File: src/rtl/arbitro_mux4.sv
// ============================================================================
// Module   : arbitro_mux4
// Brief    : 4-requester round-robin arbiter with hold limit, driving a shared 4x1 4-bit mux.
// Revision : 1.0 - initial release
// ============================================================================
`default_nettype none

module arbitro_mux4 #(
  parameter int HOLD_MAX = 4
) (
  input  logic       clk,
  input  logic       rst,
  input  logic [3:0] req,
  input  logic [3:0] ent0,
  input  logic [3:0] ent1,
  input  logic [3:0] ent2,
  input  logic [3:0] ent3,
  output logic [3:0] gnt,
  output logic [1:0] sel,
  output logic [3:0] out,
  output logic       vld
);

  localparam logic [3:0] c_hold_max = 4'(HOLD_MAX);

  typedef enum logic [0:0] {
    OCIOSO  = 1'b0,
    OCUPADO = 1'b1
  } state_t;

  state_t     r_state;
  logic [3:0] r_gnt;
  logic [1:0] r_sel;
  logic [3:0] r_out;
  logic       r_vld;
  logic [1:0] r_ptr;
  logic [3:0] r_cnt;

  state_t     w_state_nx;
  logic [3:0] w_gnt_nx;
  logic [1:0] w_sel_nx;
  logic [3:0] w_out_nx;
  logic       w_vld_nx;
  logic [1:0] w_ptr_nx;
  logic [3:0] w_cnt_nx;

  logic       w_found;
  logic [1:0] w_win;
  logic [1:0] w_idx;
  logic       w_grant;
  logic       w_own_req;
  logic       w_others;
  logic [3:0] w_mux;

  // Round-robin search starting at r_ptr; the current owner sits last in the order.
  always_comb begin
    w_found = 1'b0;
    w_win   = r_ptr;
    w_idx   = r_ptr;
    for (int i = 0; i < 4; i++) begin
      w_idx = r_ptr + 2'(i);
      if (!w_found && req[w_idx]) begin
        w_found = 1'b1;
        w_win   = w_idx;
      end
    end
  end

  always_comb begin
    w_mux = ent0;
    case (r_sel)
      2'd0:    w_mux = ent0;
      2'd1:    w_mux = ent1;
      2'd2:    w_mux = ent2;
      default: w_mux = ent3;
    endcase
  end

  assign w_own_req = req[r_sel];
  assign w_others  = |(req & ~r_gnt);

  always_comb begin
    w_state_nx = r_state;
    w_gnt_nx   = r_gnt;
    w_sel_nx   = r_sel;
    w_out_nx   = r_out;
    w_vld_nx   = 1'b0;
    w_ptr_nx   = r_ptr;
    w_cnt_nx   = r_cnt;
    w_grant    = 1'b0;

    case (r_state)
      OCIOSO: begin
        if (w_found) begin
          w_grant = 1'b1;
        end else begin
          w_gnt_nx = 4'b0000;
        end
      end
      default: begin
        if (w_own_req) begin
          if ((r_cnt < c_hold_max) || !w_others) begin
            w_out_nx = w_mux;
            w_vld_nx = 1'b1;
            if (r_cnt < c_hold_max) begin
              w_cnt_nx = r_cnt + 4'd1;
            end
          end else begin
            w_grant = 1'b1;
          end
        end else if (w_found) begin
          w_grant = 1'b1;
        end else begin
          w_gnt_nx   = 4'b0000;
          w_state_nx = OCIOSO;
        end
      end
    endcase

    if (w_grant) begin
      w_state_nx = OCUPADO;
      w_gnt_nx   = 4'b0001 << w_win;
      w_sel_nx   = w_win;
      w_ptr_nx   = w_win + 2'd1;
      w_cnt_nx   = 4'd1;
    end
  end

  always_ff @(posedge clk) begin
    if (rst) begin
      r_state <= OCIOSO;
      r_gnt   <= 4'b0000;
      r_sel   <= 2'd0;
      r_out   <= 4'b0000;
      r_vld   <= 1'b0;
      r_ptr   <= 2'd0;
      r_cnt   <= 4'd0;
    end else begin
      r_state <= w_state_nx;
      r_gnt   <= w_gnt_nx;
      r_sel   <= w_sel_nx;
      r_out   <= w_out_nx;
      r_vld   <= w_vld_nx;
      r_ptr   <= w_ptr_nx;
      r_cnt   <= w_cnt_nx;
    end
  end

  assign gnt = r_gnt;
  assign sel = r_sel;
  assign out = r_out;
  assign vld = r_vld;

endmodule

`default_nettype wire

File: config.mk
export PLATFORM = sky130hd
export DESIGN_NAME = arbitro_mux4
export DESIGN_NICKNAME = d
export VERILOG_FILES = /design/src/rtl/arbitro_mux4.sv
export SDC_FILE = /design/constraint.sdc
export NUM_CORES = 1
export LEC_CHECK = 0
export BUFFER_PORTS_ARGS = -buffer_cell sky130_fd_sc_hd__buf_2
export CORE_ASPECT_RATIO = 0.7
export CORE_MARGIN = 3
export CORE_UTILIZATION = 51
export CTS_CLUSTER_DIAMETER = 100
export DETAILED_ROUTE_END_ITERATION = 8
export PLACE_DENSITY = 0.8
export SLEW_MARGIN = 10
export SYNTH_ARGS = -nofsm -noshare
export SYNTH_HDL_FRONTEND = slang
export SYNTH_SLANG_ARGS = --single-unit
File: constraint.sdc
create_clock -name clk -period 2.2 [get_ports clk]
set_input_delay 0.66 -clock clk [delete_from_list [all_inputs] [get_ports clk]]
set_output_delay 0.66 -clock clk [all_outputs]
set_load 0.01 [all_outputs]
==> impl_summary.log, run 1 <==
[metrics] start-to-end type of the worst setup path: reg -> reg
[metrics] share of cell area taken by muxes after synthesis: 18.0%
[metrics] later-pin clock latency in the skew report: a little under 0.3 ns
[metrics] layout cell share with drive strength beyond 1: 35.0%
[metrics] CTS H-tree lvls: 1
[metrics] detailed-placement wirelength estimate: 1890 um
[metrics] peak supply drop: 0.501 mV
[metrics] Achievable Freq: 497 MHz
[metrics] CTS sink count: 18
[metrics] most common cell in the netlist: sky130_fd_sc_hd__dfxtp_1
[metrics] antenna violations before repair: 0
[metrics] number of warnings reported in the yosys synthesis log: 0
[metrics] fraction of post-synthesis cell area in the top cell type by area: 30.9%
[metrics] maximum count of clock buffers along a single path: 2
[metrics] power per cell area: around 800 nW/um^2
[metrics] startpoint class of the critical path: flip-flop
[metrics] final-layout fill cell count: 172
[metrics] multi-input combinational cell area: 737 um^2
[metrics] main combinational cell family by area after synthesis: simple AND/OR/NAND/NOR gates
[metrics] # Post-CTS Setup Buffers: 0
[metrics] Required @ worst endpoint: around 2.4 ns
[metrics] cts repair resizes: 0
[metrics] Worst setup EP type: flip-flop
[metrics] die footprint: around 2900 um^2
[metrics] origin of the worst min-delay path: gnt[3]$_SDFFE_PP0P_
[metrics] final layout net count: around 170
[metrics] Register-to-Register Setup Slack: 0.19 ns
[metrics] share of the yosys chip area belonging to registers: 30.9%
[metrics] launch point of the worst reg-to-reg path: r_ptr[1]$_SDFFE_PP0P_
[metrics] number of rows created at floorplan: 13
[metrics] Synth Area in Adders: roughly 5.4%
[metrics] number of nets produced by synthesis: between 100 and 150
[metrics] most area-consuming cells after synthesis: sky130_fd_sc_hd__dfxtp_1, sky130_fd_sc_hd__mux4_1, sky130_fd_sc_hd__ha_1, sky130_fd_sc_hd__mux2i_1, sky130_fd_sc_hd__nand2b_1
[metrics] area fraction in compound gates after synthesis: 13.4%
[metrics] distinct cell type count of the synthesized netlist: 37
[metrics] Leakage Power: 0.590 nW
[metrics] final hold vios: 0
[metrics] RSZ-0062 raised after global routing: no
[metrics] number of endpoints failing setup at the final stage: 0
[metrics] final cell utilization of the core: between 60% and 70%
[metrics] arrival time at the worst endpoint: ~2.2 ns
[metrics] measured slew at the worst slew-check pin: a little under 0.4 ns
[metrics] synthesized-area fraction occupied by and/or/nand/nor cells: 26.4%
[metrics] initial standard-cell utilization of the core: approximately three fifths
[metrics] width of the chip: 63.1 um
[metrics] area grow syn2layout: 16.5%
[metrics] io pins: 33
[metrics] Routed wire per std cell: 14.1 um
[metrics] post-CTS clock slew at the launch and capture registers of the worst setup and hold paths: 0.10 ns
[metrics] register bit count reported by yosys: 18
[metrics] initial drt markers: 73
[metrics] status: finished clean
[metrics] endpoint of the worst hold-timing path: gnt[3]$_SDFFE_PP0P_
[metrics] fraction of synthesized cell area in xor and xnor cells: 0%
[metrics] Post-route DRC: 0
[metrics] cell accounting for the most synthesized area: sky130_fd_sc_hd__dfxtp_1
[metrics] pins over their slew limit: 0
[metrics] routed wire length: 2440 um
[metrics] CTS buffer count: 3
[metrics] EDFF count, synth: 0
[metrics] clock period minus final worst setup slack: 2.01 ns
[metrics] cell chosen for the clock root: sky130_fd_sc_hd__clkbuf_4
[metrics] average cell area after synthesis: between 10 and 15 um^2
[metrics] routed via count divided by cell count: 5.50
[metrics] power spent charging and discharging nets: 0.382 mW
[metrics] hold-fix buffer count after cts: 0
[metrics] first-pass GRT wire length: 4110 um
[metrics] Critical Path Fanout Max: 9
[metrics] Final Wtd Congestion: approximately 0.76
[metrics] cell-internal power: approximately 0.71 mW
[metrics] worst hold path type: reg -> reg
[metrics] total via count in the routed design: between 900 and 1000
[metrics] Commonest cells post-synth: sky130_fd_sc_hd__dfxtp_1, sky130_fd_sc_hd__a21oi_1, sky130_fd_sc_hd__nand2b_1, sky130_fd_sc_hd__nor2_1, sky130_fd_sc_hd__mux2i_1
[metrics] proportion of synthesized flip-flops having asynchronous set or reset: 0%
[metrics] DRT antenna net count: 0
[metrics] Gate power share: roughly two fifths
[metrics] Sequential Power Share: 41.0%
[metrics] Worst Hold Path Cells: 2
[metrics] storage element area: 360 um^2
[metrics] post-synthesis instance total: between 100 and 150
[metrics] worst reg2reg path depth: 7
[metrics] vertical extent of the die: 46.0 um
[metrics] Core ar.: approximately 2000 um^2
[metrics] total routing resource utilization after global routing: a little under a fifth
[metrics] Crit Reg-Reg Endpoint: gnt[2]$_SDFFE_PP0P_
[metrics] fin crit share: between 90% and 100%
[metrics] number of iterations in the first detailed-routing pass: 4
[metrics] number of antenna diodes: 0
[metrics] worst slew margin relative to its limit: between 70% and 80%
[metrics] number of input and output port buffers inserted: 32
[metrics] Max Cap Viol: 0
[metrics] fraction of power consumed by the clock network: 18.7%
[metrics] clock tree from TritonCTS: built
[metrics] Cell Area, Synth: between 1000 and 1500 um^2
[metrics] vias in the first global route: 946
[metrics] total overflow reported by the global router: 0
[metrics] leading register cell type out of synthesis: sky130_fd_sc_hd__dfxtp_1
[metrics] Hold WS: 0.468 ns
[metrics] worst clock skew: approximately 0.0042 ns
[metrics] switching power share of the total: 35.0%
[metrics] largest net degree at the start of global routing: 22
==> power by group through the flow <==
stage | Sequential [mW] | Clock [mW] | Combinational, mW
finish | 0.448 | 0.204 | 0.440
global route | 0.462 | 0.230 | 0.484
CTS | 0.448 | 0.213 | 0.443
detailed placement | 0.456 | 0 | 0.439
global placement | 0.451 | 0 | 0.424
floorplan | 0.444 | 0 | 0.345
==> registers in the layout (all words and copies together), names as in the netlist <==
name     count
gnt          4
out          4
r_cnt        4
r_ptr        2
sel          2
r_state      1
vld          1
==> placed cells by master (no fill, tap or decap) <==
cell type and instances:
sky130_fd_sc_hd__o21bai_1 1, sky130_fd_sc_hd__buf_2 32, sky130_fd_sc_hd__a21o_1 1, sky130_fd_sc_hd__o41ai_1 1, sky130_fd_sc_hd__inv_1 3, sky130_fd_sc_hd__or3b_1 4
sky130_fd_sc_hd__nand2_1 4, sky130_fd_sc_hd__nor3_1 4, sky130_fd_sc_hd__or3_1 2, sky130_fd_sc_hd__mux4_1 4, sky130_fd_sc_hd__o21ai_0 4, sky130_fd_sc_hd__a2bb2oi_1 1
sky130_fd_sc_hd__o31a_2 1, sky130_fd_sc_hd__nand2b_1 8, sky130_fd_sc_hd__nor3b_1 2, sky130_fd_sc_hd__or2_2 1, sky130_fd_sc_hd__o211a_1 1, sky130_fd_sc_hd__or4_1 1
sky130_fd_sc_hd__mux4_2 2, sky130_fd_sc_hd__nor3b_2 2, sky130_fd_sc_hd__and2b_1 1, sky130_fd_sc_hd__nor2b_1 3, sky130_fd_sc_hd__nand2_4 1, sky130_fd_sc_hd__nor2_4 2
sky130_fd_sc_hd__nor4b_1 1, sky130_fd_sc_hd__o22ai_1 1, sky130_fd_sc_hd__buf_4 2, sky130_fd_sc_hd__a41oi_4 1, sky130_fd_sc_hd__a2111oi_1 1, sky130_fd_sc_hd__ha_1 5
sky130_fd_sc_hd__nor2_1 7, sky130_fd_sc_hd__nor4_1 1, sky130_fd_sc_hd__nor3_2 2, sky130_fd_sc_hd__a21oi_1 8, sky130_fd_sc_hd__clkbuf_8 1, sky130_fd_sc_hd__clkbuf_4 3
sky130_fd_sc_hd__dfxtp_1 18, sky130_fd_sc_hd__mux2i_1 6
==> routing by layer <==
metal	routed length, um	vias up	global-route usage [%]
met2	1270	21	35.6
met4	0	0	3.51
met1	1060	454	20.9
li1	-	477	-
met3	109	0	6.17
met5	0	-	0
==> logic make-up (layout without fill, tap and decap cells) <==
kind of cell / count (synthesis) / in the layout
AO/OA/AOI/OAI: 21 / 21
adder cells (fa/ha/maj): 5 / 5
buffers and inverters: 11 / 41
flip-flops: 18 / 18
multiplexers: 12 / 12
AND/OR/NAND/NOR: 46 / 46
==> worst max path at each step <==
stage / startpoint / to / slack (ns) / depth (start not counted)
final: r_ptr[1]$_SDFFE_PP0P_ / gnt[2]$_SDFFE_PP0P_ / 0.19 / 7
after floorplan: req[0] / r_ptr[0]$_SDFFE_PP0P_ / 0.13 / 7
after global routing: r_ptr[1]$_SDFFE_PP0P_ / gnt[2]$_SDFFE_PP0P_ / 0.06 / 7
after global placement: req[0] / gnt[0]$_SDFFE_PP0P_ / 0.03 / 8
after CTS: r_ptr[1]$_SDFFE_PP0P_ / gnt[2]$_SDFFE_PP0P_ / 0.19 / 7
after detailed placement: req[1] / gnt[2]$_SDFFE_PP0P_ / -0.1 / 8
==> critical path, cell delays in order, from the launching register on <==
cell                        delay (ns)
sky130_fd_sc_hd__dfxtp_1          0.52
sky130_fd_sc_hd__nor3b_1          0.30
sky130_fd_sc_hd__a2bb2oi_1        0.17
sky130_fd_sc_hd__o22ai_1          0.16
sky130_fd_sc_hd__inv_1            0.13
sky130_fd_sc_hd__ha_1             0.14
sky130_fd_sc_hd__or3b_1           0.35
sky130_fd_sc_hd__a21oi_1          0.17
==> stage by stage <==
stage / instance area [um^2] / cells / TNS [ns] / power [mW] / setup slack [ns]
4_1_cts: 1360 / 173 / 0 / 1.10 / 0.186
6_report: 1360 / 173 / 0 / 1.09 / 0.189
3_3_place_gp: 1320 / 169 / 0 / 0.875 / 0.0319
2_1_floorplan: 1160 / 113 / 0 / 0.788 / 0.129
5_1_grt: 1360 / 173 / 0 / 1.18 / 0.0613
3_5_place_dp: 1320 / 169 / -0.185 / 0.894 / -0.0984
==> area by class of cell <==
cell class                 instances  area share (%)
multi-input combinational         84            54.3
inverter                           3           0.829
timing repair buffer              34            12.9
tap                               30            2.76
sequential                        18            26.5
clock buffer                       4            2.67
No activity file was read; power rests on OpenSTA's default activity.
==> run 2: changes to the inputs <==
==> constraint.sdc (replaced) <==
create_clock -name clk -period 2.2 [get_ports clk]
set_input_delay 0 -clock clk [delete_from_list [all_inputs] [get_ports clk]]
set_output_delay 0 -clock clk [all_outputs]
set_load 0.005 [all_outputs]
==> impl_summary.log, run 2 (synthesis gave the netlist of run 1 again) <==
[metrics] status: finished clean (unchanged)
[metrics] worst reg2reg path depth: 5 (was 7)
[metrics] detailed-placement wirelength estimate: 1830 um (was 1890 um)
[metrics] # Post-CTS Setup Buffers: 0 (unchanged)
[metrics] worst slew margin relative to its limit: 68.1% (was 74.1%)
[metrics] initial standard-cell utilization of the core: 58.2% (unchanged)
[metrics] hold-fix buffer count after cts: 0 (unchanged)
[metrics] CTS sink count: 18 (unchanged)
[metrics] Worst Hold Path Cells: 2 (unchanged)
[metrics] Required @ worst endpoint: 2.37 ns (was 2.43 ns)
[metrics] area grow syn2layout: 15.9% (was 16.5%)
[metrics] total routing resource utilization after global routing: 17.7% (was 18.7%)
[metrics] number of rows created at floorplan: 13 (unchanged)
[metrics] pins over their slew limit: 0 (unchanged)
[metrics] initial drt markers: 55 (was 73)
[metrics] worst path bufs/invs: 0 (was 1)
[metrics] DRT antenna net count: 0 (unchanged)
[metrics] die footprint: 2900 um^2 (unchanged)
[metrics] Leakage Power: 0.585 nW (was 0.590 nW)
[metrics] final layout net count: 170 (was 171)
[metrics] setup slack after placement: 0.321 ns (was -0.0984 ns)
[metrics] startpoint class of the critical path: flip-flop (unchanged)
[metrics] launch point of the worst reg-to-reg path: r_ptr[1]$_SDFFE_PP0P_ (unchanged)
[metrics] routed via count divided by cell count: 5.48 (was 5.50)
[metrics] Worst setup EP type: flip-flop (unchanged)
[metrics] largest net degree at the start of global routing: 22 (unchanged)
[metrics] CTS buffer count: 3 (unchanged)
[metrics] multi-input combinational cell area: 737 um^2 (unchanged)
[metrics] Cell Chain, Critical Path: mux4_2 > a21oi_1 > o31a_2 > or4_1 > o21ai_0 (was nor3b_1 > a2bb2oi_1 > o22ai_1 > inv_1 > ha_1 > or3b_1 > a21oi_1)
[metrics] Routed wire per std cell: 13.5 um (was 14.1 um)
[metrics] later-pin clock latency in the skew report: 0.29 ns (about the same)
[metrics] total overflow reported by the global router: 0 (unchanged)
[metrics] Max Cap Viol: 0 (unchanged)
[metrics] CTS H-tree lvls: 1 (unchanged)
[metrics] most common library cell in the layout ignoring fill and taps: sky130_fd_sc_hd__buf_2 (unchanged)
[metrics] final-layout fill cell count: 166 (was 172)
[metrics] instance area at placement: 1310 um^2 (was 1320 um^2)
[metrics] number of input and output port buffers inserted: 32 (unchanged)
[metrics] final cell utilization of the core: 67.5% (was 67.9%)
[metrics] peak supply drop: 0.429 mV (was 0.501 mV)
[metrics] most frequent cells in the layout: sky130_fd_sc_hd__buf_2, sky130_fd_sc_hd__dfxtp_1, sky130_fd_sc_hd__a21oi_1, sky130_fd_sc_hd__nand2b_1, sky130_fd_sc_hd__nor2_1 (unchanged)
[metrics] Post-route DRC: 0 (unchanged)
[metrics] finished layout cell area: 1350 um^2 (was 1360 um^2)
[metrics] cell chosen for the clock root: sky130_fd_sc_hd__clkbuf_4 (unchanged)
[metrics] endpoint of the worst hold-timing path: r_state$_SDFF_PP0_ (was gnt[3]$_SDFFE_PP0P_)
[metrics] origin of the worst min-delay path: rst (was gnt[3]$_SDFFE_PP0P_)
[metrics] RSZ-0062 raised after global routing: no (unchanged)
[metrics] measured slew at the worst slew-check pin: 0.477 ns (was 0.388 ns)
[metrics] accumulated negative setup slack: 0 ns (unchanged)
[metrics] number of iterations in the first detailed-routing pass: 4 (unchanged)
[metrics] antenna violations before repair: 0 (unchanged)
[metrics] total via count in the routed design: 942 (was 952)
[metrics] clock tree from TritonCTS: built (unchanged)
[metrics] maximum count of clock buffers along a single path: 2 (unchanged)
[metrics] Hold WS: 0.0983 ns (was 0.468 ns)
[metrics] width of the chip: 63.1 um (unchanged)
[metrics] Final Wtd Congestion: 0.787 (was 0.759)
[metrics] start-to-end type of the worst setup path: reg -> reg (unchanged)
[metrics] worst hold path type: in -> reg (was reg -> reg)
[metrics] clock period minus final worst setup slack: 1.91 ns (was 2.01 ns)
[metrics] fin crit share: 86.7% (was 91.4%)
[metrics] number of endpoints failing setup at the final stage: 0 (unchanged)
[metrics] Core ar.: 2000 um^2 (unchanged)
[metrics] Crit Reg-Reg Endpoint: r_cnt[0]$_SDFFE_PP0P_ (was gnt[2]$_SDFFE_PP0P_)
[metrics] smallest setup slack after layout: 0.293 ns (was 0.189 ns)
[metrics] power per cell area: 788 nW/um^2 (was 804 nW/um^2)
[metrics] number of antenna diodes: 0 (unchanged)
[metrics] final cell count without fillers: 172 (was 173)
[metrics] vias in the first global route: 887 (was 946)
[metrics] vertical extent of the die: 46.0 um (unchanged)
[metrics] storage element area: 360 um^2 (unchanged)
[metrics] Critical Path Slowest Stage Cell: sky130_fd_sc_hd__mux4_2 (was sky130_fd_sc_hd__dfxtp_1)
[metrics] Register-to-Register Setup Slack: 0.29 ns (was 0.19 ns)
[metrics] layout cell share with drive strength beyond 1: 34.5% (was 35.0%)
[metrics] final hold vios: 0 (unchanged)
[metrics] Achievable Freq: 525 MHz (was 497 MHz)
[metrics] routed wire length: 2330 um (was 2440 um)
[metrics] worst clock skew: 0.00363 ns (was 0.00419 ns)
[metrics] total power consumption of the routed design: 1.06 mW (was 1.09 mW)
[metrics] worst stage delay on the critical path: 0.53 ns (was 0.52 ns)
[metrics] DP Cell Count: 168 (was 169)
[metrics] arrival time at the worst endpoint: 2.08 ns (was 2.24 ns)
[metrics] dominant delay contributor by cell family on the critical path: compound AO/OA/AOI/OAI gates (was simple AND/OR/NAND/NOR gates)
[metrics] Critical Path Fanout Max: 13 (was 9)
[metrics] first-pass GRT wire length: 3880 um (was 4110 um)
[metrics] cts repair resizes: 0 (unchanged)
[metrics] io pins: 33 (unchanged)
[metrics] post-CTS clock slew at the launch and capture registers of the worst setup and hold paths: 0.10 ns (about the same)
[run 2: changes by cell type in the layout (fill, tap and decap cells not counted), sizes merged]
cell / previous run / this run
buf: 34 / 33
[run 2: how the worst max path moves through the flow]
stage	start	to	slack [ns]	cells after the start
final	r_ptr[1]$_SDFFE_PP0P_	r_cnt[0]$_SDFFE_PP0P_	0.29	5
after CTS	r_ptr[1]$_SDFFE_PP0P_	r_ptr[0]$_SDFFE_PP0P_	0.31	5
after global placement	r_ptr[1]$_SDFFE_PP0P_	r_ptr[0]$_SDFFE_PP0P_	0.35	5
after detailed placement	r_ptr[1]$_SDFFE_PP0P_	r_ptr[0]$_SDFFE_PP0P_	0.32	5
after global routing	r_ptr[1]$_SDFFE_PP0P_	gnt[3]$_SDFFE_PP0P_	0.10	7
after floorplan	sel[0]$_SDFFE_PP0P_	r_ptr[0]$_SDFFE_PP0P_	0.43	7
[run 2: metal layers]
metal / up-vias / GRT usage (%) / share of wire [%]
met3: 3 / 5.19 / 6.3
met5: - / 0 / 0
met1: 432 / 20.7 / 43
met4: 0 / 3.07 / 0.60
met2: 31 / 33.1 / 50
li1: 476 / - / -
[run 2: power breakdown]
| part | total, mW | internal (mW) | switching, mW |
|---|---|---|---|
| logic | 0.418 | 0.219 | 0.199 |
| clock network | 0.200 | 0.101 | 0.0993 |
| registers | 0.446 | 0.383 | 0.0624 |
[run 2: final cells by class]
class	instances	share of cell area (%)
multi-input cells	84	54.6
flip-flops and latches	18	26.7
repair buffers	33	12.4
inverters	3	0.834
well taps	30	2.78
clock buffers	4	2.69
